[src/rtl/sap1_pkg.sv]
// Shared SAP-1 definitions: default widths, opcodes and the controller's
// 12-bit control word layout.
package sap1_pkg;

    localparam int DEF_ADDR_W = 4;
    localparam int DEF_DATA_W = 8;

    localparam logic [3:0] LDA = 4'h0;
    localparam logic [3:0] ADD = 4'h1;
    localparam logic [3:0] SUB = 4'h2;
    localparam logic [3:0] OUT = 4'hE;
    localparam logic [3:0] HLT = 4'hF;

    // Field order matches the controller's output order, MSB first.
    typedef struct packed {
        logic Cp;
        logic Ep;
        logic Lm_barra;
        logic CE_barra;
        logic Li_barra;
        logic Ei_barra;
        logic La_barra;
        logic Ea;
        logic Su;
        logic Eu;
        logic Lb_barra;
        logic Lo_barra;
    } ctrl_word_t;

    function automatic logic [2:0] bus_driver_count(input ctrl_word_t c);
        return 3'(c.Ep) + 3'(!c.CE_barra) + 3'(!c.Ei_barra) + 3'(c.Ea) + 3'(c.Eu);
    endfunction

endpackage

[src/rtl/sap1_ram16x8.sv]
// Program RAM: asynchronous read, synchronous write, contents survive reset.
module sap1_ram16x8 #(
    parameter int ADDR_W = 4,
    parameter int DATA_W = 8
) (
    input  logic              clock,
    input  logic              we,
    input  logic [ADDR_W-1:0] waddr,
    input  logic [DATA_W-1:0] wdata,
    input  logic [ADDR_W-1:0] raddr,
    output logic [DATA_W-1:0] rdata
);

    logic [DATA_W-1:0] mem [2**ADDR_W];

    always_ff @(posedge clock) begin
        if (we) begin
            mem[waddr] <= wdata;
        end
    end

    assign rdata = mem[raddr];

endmodule

[src/rtl/sap1_datapath.sv]
// SAP-1 datapath: PC, MAR, RAM, IR, A, B, ALU and output register around a
// single priority-muxed 8-bit bus, with a sticky multi-driver flag.
module sap1_datapath
    import sap1_pkg::*;
#(
    parameter int ADDR_W = DEF_ADDR_W,
    parameter int DATA_W = DEF_DATA_W
) (
    input  logic                     clock,
    input  logic                     clr,
    input  logic                     Cp,
    input  logic                     Ep,
    input  logic                     Lm_barra,
    input  logic                     CE_barra,
    input  logic                     Li_barra,
    input  logic                     Ei_barra,
    input  logic                     La_barra,
    input  logic                     Ea,
    input  logic                     Su,
    input  logic                     Eu,
    input  logic                     Lb_barra,
    input  logic                     Lo_barra,
    input  logic                     prog_en,
    input  logic [ADDR_W-1:0]        prog_addr,
    input  logic [DATA_W-1:0]        prog_data,
    output logic [DATA_W-ADDR_W-1:0] ri,
    output logic [DATA_W-1:0]        W,
    output logic                     bus_conflict
);

    ctrl_word_t        ctrl;
    logic [ADDR_W-1:0] pc;
    logic [ADDR_W-1:0] mar;
    logic [DATA_W-1:0] ir;
    logic [DATA_W-1:0] a;
    logic [DATA_W-1:0] b;
    logic [DATA_W-1:0] alu;
    logic [DATA_W-1:0] ram_q;
    logic [DATA_W-1:0] bus;

    assign ctrl = {Cp, Ep, Lm_barra, CE_barra, Li_barra, Ei_barra,
                   La_barra, Ea, Su, Eu, Lb_barra, Lo_barra};

    sap1_ram16x8 #(
        .ADDR_W(ADDR_W),
        .DATA_W(DATA_W)
    ) u_ram (
        .clock(clock),
        .we   (prog_en),
        .waddr(prog_addr),
        .wdata(prog_data),
        .raddr(mar),
        .rdata(ram_q)
    );

    // Modulo-2^DATA_W arithmetic; no carry or flags leave the datapath.
    assign alu = ctrl.Su ? (a - b) : (a + b);

    always_comb begin
        bus = '0;
        if (ctrl.Ep) begin
            bus = {{(DATA_W-ADDR_W){1'b0}}, pc};
        end else if (!ctrl.CE_barra) begin
            bus = ram_q;
        end else if (!ctrl.Ei_barra) begin
            bus = {{(DATA_W-ADDR_W){1'b0}}, ir[ADDR_W-1:0]};
        end else if (ctrl.Ea) begin
            bus = a;
        end else if (ctrl.Eu) begin
            bus = alu;
        end
    end

    // Every load samples the pre-edge bus, so drive-and-load holds the value.
    always_ff @(posedge clock or negedge clr) begin
        if (!clr) begin
            pc           <= '0;
            mar          <= '0;
            ir           <= '0;
            a            <= '0;
            b            <= '0;
            W            <= '0;
            bus_conflict <= 1'b0;
        end else begin
            if (ctrl.Cp)        pc  <= pc + ADDR_W'(1);
            if (!ctrl.Lm_barra) mar <= bus[ADDR_W-1:0];
            if (!ctrl.Li_barra) ir  <= bus;
            if (!ctrl.La_barra) a   <= bus;
            if (!ctrl.Lb_barra) b   <= bus;
            if (!ctrl.Lo_barra) W   <= bus;
            if (bus_driver_count(ctrl) > 3'd1) begin
                bus_conflict <= 1'b1;
            end
        end
    end

    assign ri = ir[DATA_W-1:ADDR_W];

endmodule

[config.mk]
export PLATFORM = sky130hd
export DESIGN_NAME = sap1_datapath
export DESIGN_NICKNAME = d
export VERILOG_FILES = /design/src/rtl/sap1_pkg.sv /design/src/rtl/sap1_ram16x8.sv /design/src/rtl/sap1_datapath.sv
export SDC_FILE = /design/constraint.sdc
export NUM_CORES = 1
export LEC_CHECK = 0
export BUFFER_PORTS_ARGS = -buffer_cell sky130_fd_sc_hd__buf_2
export CORE_MARGIN = 2
export CORE_UTILIZATION = 55
export DETAILED_ROUTE_END_ITERATION = 10
export PLACE_DENSITY_LB_ADDON = 0.05
export SLEW_MARGIN = 20
export SYNTH_ARGS = -nofsm -noshare
export SYNTH_HDL_FRONTEND = slang
export SYNTH_SLANG_ARGS = --single-unit
[constraint.sdc]
create_clock -name clock -period 3.3 [get_ports clock]
set_clock_uncertainty 0.05 [all_clocks]
set_input_delay 0.165 -clock clock [delete_from_list [all_inputs] [get_ports clock]]
set_output_delay 0.165 -clock clock [all_outputs]
set_load 0.02 [all_outputs]
; ---- After elaboration in Yosys (flattened, before gate mapping)
; Memories as Yosys holds them, arrays and structs flattened.
; Cells that the tools add are included.
[totals]
reg_bits = 41
mem_bits_rw = 128
inputBits = 27
n_memories = 1
[memory_table]
columns = name, words, width, rd, rd_clocked_by_memory_dff, wr, line_no
row1 = u_ram.mem, 16, 8, 1, 0, 1, sap1_ram16x8.sv:14  ; logic [DATA_W-1:0] mem [2**ADDR_W];
[op_classes]
n_addsub = 7
order_cmp = 1
muxes = 8
n_reduce_logical = 2
[ops]
columns = op, n
row1 = $mux 8, 6
row2 = $add 8x8->8, 1
row3 = $sub 8x8->8, 1
row4 = $add 3x1->3, 2
row5 = $add 4x1->4 const B, 1
row6 = $add 2x1->3, 1
row7 = $gt 3x1->1 const B, 1
row8 = $add 1x1->2, 1
row9 = $logic_not 1->1, 2
row10 = $mux 1, 2

; ---- Longest topological paths before layout
; Gate-level depths: netlist (run 1).
[logic_depth]
depth_word = 7
depth_mapped = 11
mapped_depth_nobuf = 11

; ---- Cells and area by module
; Synthesis (run 1) repeated with hierarchy kept, for this count alone.
[hier_totals]
hier_cells = 475
hier_area_um2 = 7368.3
[modules_own_cells]
columns = module, instances, cells_per_inst, area_per_inst_um2, seq_area_each_um2
row1 = sap1_ram16x8, 1, 221, 4987.3, 3843.7
row2 = sap1_datapath, 1, 254, 2381.0, 1026.0

; ---- Least setup slack after synthesis (run 1)
; OpenSTA, ideal clock, no wires.
[synth_path]
kind = register -> register
start = register b[0]
end = register W[6]
t_arrival_ps = 2339
t_required_ps = 3125
slack_ps = 787
path_stages_with_launch = 11
path_buffers = 0
cell_sequence = dfrtp_1 -> inv_1 -> ha_1 -> mux2_2 -> fa_1 -> nand2b_1 -> a21oi_1 -> o21ai_0 -> a211oi_1 -> o21ai_1 -> mux2_2
[synth_between]
elab_chain_cells = 7
word_cells_on_any_way = 8
classes_between = add/sub (2) / mux (6)
[synth_lines]
columns = element, line_no
row1 = start: declaration, sap1_datapath.sv:36  ; logic [DATA_W-1:0] b;
row2 = start signal: assignment, sap1_datapath.sv:89  ; if (!ctrl.Lb_barra) b <= bus;
row3 = $add 8x8->8 or $sub 8x8->8 (tied branches), sap1_datapath.sv:57  ; assign alu = ctrl.Su ? (a - b) : (a + b);
row4 = $mux 8 *, sap1_datapath.sv:57
row5 = $mux 8 *, sap1_datapath.sv:69  ; end else if (ctrl.Eu) begin
row6 = $mux 8 *, sap1_datapath.sv:67  ; end else if (ctrl.Ea) begin
row7 = $mux 8 *, sap1_datapath.sv:65  ; end else if (!ctrl.Ei_barra) begin
row8 = $mux 8 *, sap1_datapath.sv:63  ; end else if (!ctrl.CE_barra) begin
row9 = $mux 8 *, sap1_datapath.sv:61  ; if (ctrl.Ep) begin
row10 = end signal: assignment, sap1_datapath.sv:90  ; if (!ctrl.Lo_barra) W <= bus;
row11 = end: declaration, sap1_datapath.sv:27  ; output logic [DATA_W-1:0] W,
; Every way passes the cells marked *; elsewhere a longest branch is shown, timed or not.
; A chain may end at the register's enable or synchronous reset.

; ---- Final worst setup path (run 1)
[layout_path]
start = register b[0]
end = register mar[3]
[layout_between]
elab_chain_cells = 7
word_cells_on_any_way = 8
classes_between = add/sub (2) / mux (6)
[layout_lines]
columns = element, line_no
row1 = $add 8x8->8 or $sub 8x8->8 (tied branches), sap1_datapath.sv:57
row2 = $mux 8 *, sap1_datapath.sv:57
row3 = $mux 8 *, sap1_datapath.sv:69
row4 = $mux 8 *, sap1_datapath.sv:67
row5 = $mux 8 *, sap1_datapath.sv:65
row6 = $mux 8 *, sap1_datapath.sv:63
row7 = $mux 8 *, sap1_datapath.sv:61
row8 = end signal: assignment, sap1_datapath.sv:86  ; if (!ctrl.Lm_barra) mar <= bus[ADDR_W-1:0];
row9 = end: declaration, sap1_datapath.sv:33  ; logic [ADDR_W-1:0] mar;
; Marks and branches as above.

==> results of run 1 <==
-- flip-flops by register name, indices dropped and copies added (netlist names) --
register and cells:
b 8, a 8, bus_conflict 1, mar 4, ir 8, u_ram.mem 128
pc 4, W 8
-- power by group through the flow --
stage               logic, W  registers (W)  clock network (W)
global placement     0.00148        0.00274                  0
detailed placement   0.00149        0.00274                  0
CTS                  0.00151        0.00270            0.00189
global route         0.00165        0.00272            0.00197
floorplan            0.00115        0.00267                  0
finish               0.00149        0.00269            0.00185
-- through the flow --
stage               worst slack [ns]  hold WS, ns  cell area, um2
finish                        0.3986      0.02304            8187
global route                  0.2212      0.01968            8187
CTS                           0.3968     0.008957            8187
detailed placement            0.4255       0.3046            7616
global placement              0.4454       0.3031            7616
floorplan                     0.7868      -0.1806            7201
-- cell usage after synthesis (all sizes together) (2+ instances only) --
master  number
mux2        15
clkbuf       9
edfxtp     128
a31oi        3
nand2b       4
nor3         9
buf         12
inv         14
ha          10
mux2i        6
xnor2       10
o311ai       2
nor2        26
nand2       38
nand3        5
xor2         2
dfrtp       41
nand3b       4
mux4        39
o21ai       25
o211ai       5
fa           2
a21oi       16
-- layout make-up --
type	instances	area (um2)	area share, %
well taps	172	215.2	2.629
inverters	14	52.55	0.6419
clock buffers	18	429.2	5.242
repair buffers	54	325.3	3.974
multi-input cells	238	2172	26.53
clock inverters	13	121.4	1.482
flip-flops and latches	169	4871	59.50
-- critical path, stage by stage (launching register included) --
cell and delay [ns]:
dfrtp_1 0.38, inv_1 0.06, ha_1 0.22, nor2_1 0.13, xnor2_1 0.14, ha_1 0.30
a21oi_1 0.20, nand2_1 0.13, xnor2_1 0.14, o211a_1 0.20, o311ai_1 0.61, mux2_2 0.27
-- logic make-up after synthesis --
family                     after synthesis  synth area share (%)
DFF                                    169                 67.63
and+or+nand+nor                         92                 5.682
AOI/OAI and AO/OA                       62                 5.352
muxes                                   60                 15.38
buffers and inverters                   35                 2.207
xor gates and xnor gates                12                 1.460
adders and majority gates               12                 2.294
-- layer usage --
metal | vias up | track usage, %
met3 | 24 | 5.502
li1 | 1804 | -
met4 | 0 | 9.077
met2 | 112 | 38.22
met1 | 2077 | 29.36
met5 | - | 0
-- worst max-delay path by stage --
| stage | from | endpoint | slack, ns | cells after the start |
|---|---|---|---|---|
| finish | b[0] | mar[3] | 0.40 | 11 |
| global route | b[0] | a[3] | 0.22 | 11 |
| detailed placement | b[0] | b[3] | 0.43 | 11 |
| CTS | b[0] | mar[3] | 0.40 | 11 |
| floorplan | b[0] | W[6] | 0.79 | 10 |
| global placement | b[0] | mar[3] | 0.45 | 11 |
==> metrics.txt, run 1 <==
Power, Total 0.006027 W; die area 14020 um2; setup TNS 0 ns; H-Tree Depth 4; Sw Pwr 0.001763 W; core area ~13000 um2; Slew headroom between 20% and 30%; Gate Count Post-Synth 442; FF-to-FF path depth 11; Clock Sinks 169; final net count 533; max-cap violations 0; Sw Ratio 29.25%; synthesized area 7201 um2; M1 WL 6.058 mm; CTS resizes 0; GRT Util Overall 22.96%; dpl hpwl 9.595 mm; Pwr Density 736.2 nW/um2; ys async rst share approximately a quarter; worst-skew pair later-pin latency 0.43 ns; critical path type register to register; leakage roughly 3.0 nW; Req. time, crit path 3.61 ns; CP Max Fanout 5; reg2reg end mar[3]; commonest non-fill, non-tap cells in the layout edfxtp_1, dfrtp_1, mux4_2, buf_2, nand2_1; EDFF count, synth 128; status complete, no violations; final setup fails 0; initial core utilization a little under three fifths; share of power burned in registers 44.7%; Iter 0 DRT Violations 332; Synth Flop Type edfxtp_1; r2r setup slk approximately 0.40 ns; GPL Wtd Cong 0.8952; Hold Startpoint Lm_barra; DRT antenna net count 0; sequential area share after synthesis 67.63%; Vias/cell roughly 5.9; clock slew at reported path FFs 0.06 ns; hold crit path type input pin to register; Area Growth Syn to Fin 13.69%; minimum clock period 2.901 ns; total gr overflow 0; met3 wire length between 600 and 700 um; fillcell total between 900 and 1000; mean area per synthesized cell between 15 and 20 um2; vias post-DR roughly 4000; area share of the leading cell type in the synthesized netlist between 50 and 60%; number of synthesized register bits 169; I/O pins 40; Rows between 40 and 50; TritonCTS clock tree done; synth warn 0; Area contributors post-synth edfxtp_1, dfrtp_1, mux4_2; cts bufs inserted 17; initial antenna violation count 0; Synth Net Count 481; met2 wire length 7.745 mm; n_diodes 0; cell taking the most area after synthesis edfxtp_1; Final Hold Viols 0; Non-Filler Instances roughly 680; worst vdd ir 0.3856 mV; Wirelength per Cell 21.82 um; CP endpoint kind register; Clock Power Share between 30% and 40%; global-route wire length before repair 23.10 mm; Die H 118.4 um; Root Driver clkbuf_16; period utilization 87.92%; Slew Limit Fails 0; combinational cell fraction of total power 24.7%; layout cell share with drive strength beyond 1 between 20 and 30%; Startpoint Class register; placed insts 645; RSZ-0062 raised after global routing false; Die X 118.4 um; vias in the first global route 4068; reg-to-reg critical path startpoint b[0]; I/O Buffers 39; Post-CTS Setup Bufs 0; Longest Clk Path Bufs 2; Achievable Freq roughly 0.34 GHz; Netlist cell types 44; Highest Signal Layer met4; Util after Layout 64.35%; CP Data Arrival Time 3.21 ns; drt drc 0; largest net degree at the start of global routing 42; commonest non-fill, non-tap cell in the layout edfxtp_1; DR pass1 iterations 4; actual slew at the worst max-slew pin about 1.1 ns; overall routed net length about 15 mm; Post-CTS Hold Buffers 2; worst hold stages 2; Endpoint, Worst Hold mar[1]; Internal 0.004264 W
Note: power is estimated with default switching activity, not from simulation.
==> run 2, diff against run 1 <==
- CAP_MARGIN: not set -> 20
- CELL_PAD_IN_SITES_DETAIL_PLACEMENT: not set -> 1
- CELL_PAD_IN_SITES_GLOBAL_PLACEMENT: not set -> 1
- CORE_UTILIZATION: 55 -> 52
==> run 2 against run 1 <==
  * Cell count rose by 0.44%
  * Final area up 0.64%
  * Clock power grew 9%
  * Wire length up 13%
  * Critical endpoint is now a[2]
  * Largest power group unchanged
==> metrics.txt, run 2 (synthesis results as in run 1) <==
FF-to-FF path depth 10 (was 11); Critical-path top delay cell fa_1 (was o311ai_1); Final Hold Viols 0 (unchanged); commonest non-fill, non-tap cells in the layout edfxtp_1, dfrtp_1, mux4_2, buf_2, nand2_1 (unchanged); global-route wire length before repair 26.17 mm (was 23.10 mm); max-cap violations 0 (unchanged); Post-CTS Setup Bufs 0 (unchanged); n_diodes 0 (unchanged); reg2reg end a[2] (was mar[3]); vias post-DR 4045 (was 4017); layout cell share with drive strength beyond 1 28.12% (was 27.67%); drt drc 0 (unchanged); combinational cell fraction of total power 25.1% (was 24.7%); dpl hpwl 10.83 mm (was 9.595 mm); Vias/cell 5.940 (was 5.925); RSZ-0062 raised after global routing false (unchanged); vias in the first global route 4359 (was 4068); worst vdd ir 0.4562 mV (was 0.3856 mV); CP endpoint kind register (unchanged); Reg with most FFs u_ram.mem (unchanged); post-route setup slack 0.3554 ns (was 0.3986 ns); DR pass1 iterations 4 (unchanged); actual slew at the worst max-slew pin 1.100 ns (was 1.066 ns); Longest Clk Path Bufs 2 (unchanged); Internal 0.004379 W (was 0.004264 W); Non-Filler Instances 681 (was 678); Pwr Density 762.9 nW/um2 (was 736.2 nW/um2); critical path's most frequent cell o21ai_0; Die X 121.7 um (was 118.4 um); Hold WS 0.04290 ns (was 0.02304 ns); placed insts 647 (was 645); Wirelength per Cell 24.57 um (was 21.82 um); commonest non-fill, non-tap cell in the layout edfxtp_1 (unchanged); core area 13400 um2 (was 12720 um2); final setup fails 0 (unchanged); Top delay family on crit path compound AO/OA/AOI/OAI gates (unchanged); H-Tree Depth 4 (unchanged); Sw Pwr 0.001906 W (was 0.001763 W); status complete, no violations (unchanged); share of power burned in registers 42.7% (was 44.7%); setup TNS 0 ns (unchanged); Clock Sinks 169 (unchanged); Startpoint Class register (unchanged); cts bufs inserted 17 (unchanged); Achievable Freq 0.3396 GHz (was 0.3447 GHz); overall routed net length 16.73 mm (was 14.79 mm); Critical Path Max Stage Delay 0.42 ns (was 0.61 ns); leakage 2.983 nW (was 2.965 nW); post-placement setup slack 0.1843 ns (was 0.4255 ns); Endpoint, Worst Hold mar[2] (was mar[1]); Iter 0 DRT Violations 284 (was 332); total gr overflow 0 (unchanged); Slew Limit Fails 0 (unchanged); DRT antenna net count 0 (unchanged); worst hold stages 2 (unchanged); CP Data Arrival Time 3.23 ns (was 3.21 ns); reg-to-reg critical path startpoint b[0] (unchanged); Req. time, crit path 3.59 ns (was 3.61 ns); hold crit path type input pin to register (unchanged); minimum clock period 2.945 ns (was 2.901 ns); period utilization 89.23% (was 87.92%); Slew headroom 26.38% (was 28.68%); Sw Ratio 30.33% (was 29.25%); CP Max Fanout 5 (unchanged); Die H 121.7 um (was 118.4 um); initial core utilization 53.73% (was 56.60%); largest net degree at the start of global routing 42 (unchanged); WP buf/inv 1 (unchanged); CP cell instances inv_1 -> ha_1 -> mux2_2 -> fa_1 -> xor2_1 -> o311ai_0 -> o211ai_1 -> nand3_1 -> o21ai_0 -> o21ai_0 (was inv_1 -> ha_1 -> nor2_1 -> xnor2_1 -> ha_1 -> a21oi_1 -> nand2_1 -> xnor2_1 -> o211a_1 -> o311ai_1 -> mux2_2); GRT Util Overall 24.92% (was 22.96%); I/O Buffers 39 (unchanged); Root Driver clkbuf_16 (unchanged); GPL Wtd Cong 0.8483 (was 0.8952); Critical Path Source b[0] (unchanged); worst-skew pair later-pin latency 0.43 ns (about the same); Hold Startpoint Lm_barra (unchanged); critical path type register to register (unchanged); die area 14800 um2 (was 14020 um2); clock slew at reported path FFs 0.07 ns (was 0.06 ns); Rows 42 (was 41); TritonCTS clock tree done (unchanged); final net count 531 (was 533); Area Growth Syn to Fin 14.42% (was 13.69%); r2r setup slk 0.36 ns (was 0.40 ns); max FFs per register 128 (unchanged); Clock Power Share 32.2% (was 30.6%); initial antenna violation count 0 (unchanged); I/O pins 40 (unchanged)
==> run 2: changes by cell type in the layout (fill, tap and decap cells not counted), moves of 2 or more <==
cell      delta
buf_4        -2
clkinv_2     -2
clkinv_4     -2
inv_6        +3
inv_8        +3
==> run 2: area by class of cell <==
class                      instances  area (um2)
clock buffer                      17       425.4
clock inverter                    15       180.2
fill                            1239        5161
inverter                          14       52.55
multi-input combinational        238        2180
sequential                       169        4871
tap                              176       220.2
timing repair buffer              52       310.3
==> run 2: worst max path at each step <==
stage             end  slack [ns]  cells past startpoint
3_3_place_gp   mar[3]        0.25                     11
3_5_place_dp     W[3]        0.18                     11
5_1_grt         ir[2]        0.08                     10
6_report         a[2]        0.36                     10
2_1_floorplan    W[6]        0.79                     10
4_1_cts        mar[3]        0.15                     11
==> run 2: what timing repair did <==
| item | CTS | global route |
|---|---|---|
| hold buffers | 2 | 0 |
| endpoints found under the setup margin | 0 | 5 |
| endpoints found under the hold margin | 44 | 0 |
| resized for setup | 0 | 1 |
==> run 2: per-stage QoR <==
stage,cell area [um2],utilization (%),total power (W)
finish,8239,61.48,0.006286
global route,8239,61.48,0.006583
CTS,8232,61.43,0.006344
floorplan,7201,-,0.003820
detailed placement,7606,56.76,0.004301
global placement,7606,56.76,0.004236
==> run 2: power groups by stage <==
stage          sequential, W  clock [W]  combinational [W]
5_1_grt              0.00272    0.00214            0.00173
6_report             0.00269    0.00202            0.00157
3_5_place_dp         0.00273          0            0.00157
2_1_floorplan        0.00267          0            0.00115
3_3_place_gp         0.00272          0            0.00152
4_1_cts              0.00269    0.00206            0.00159
==> run 2: metal layers <==
layer  GRT usage (%)  routed length, um  vias to the layer above
li1                -                  -                     1811
met3           4.682                685                       22
met1           32.56               6983                     2101
met5               0                  0                        -
met2           42.98               8742                      111
met4           7.399                322                        0
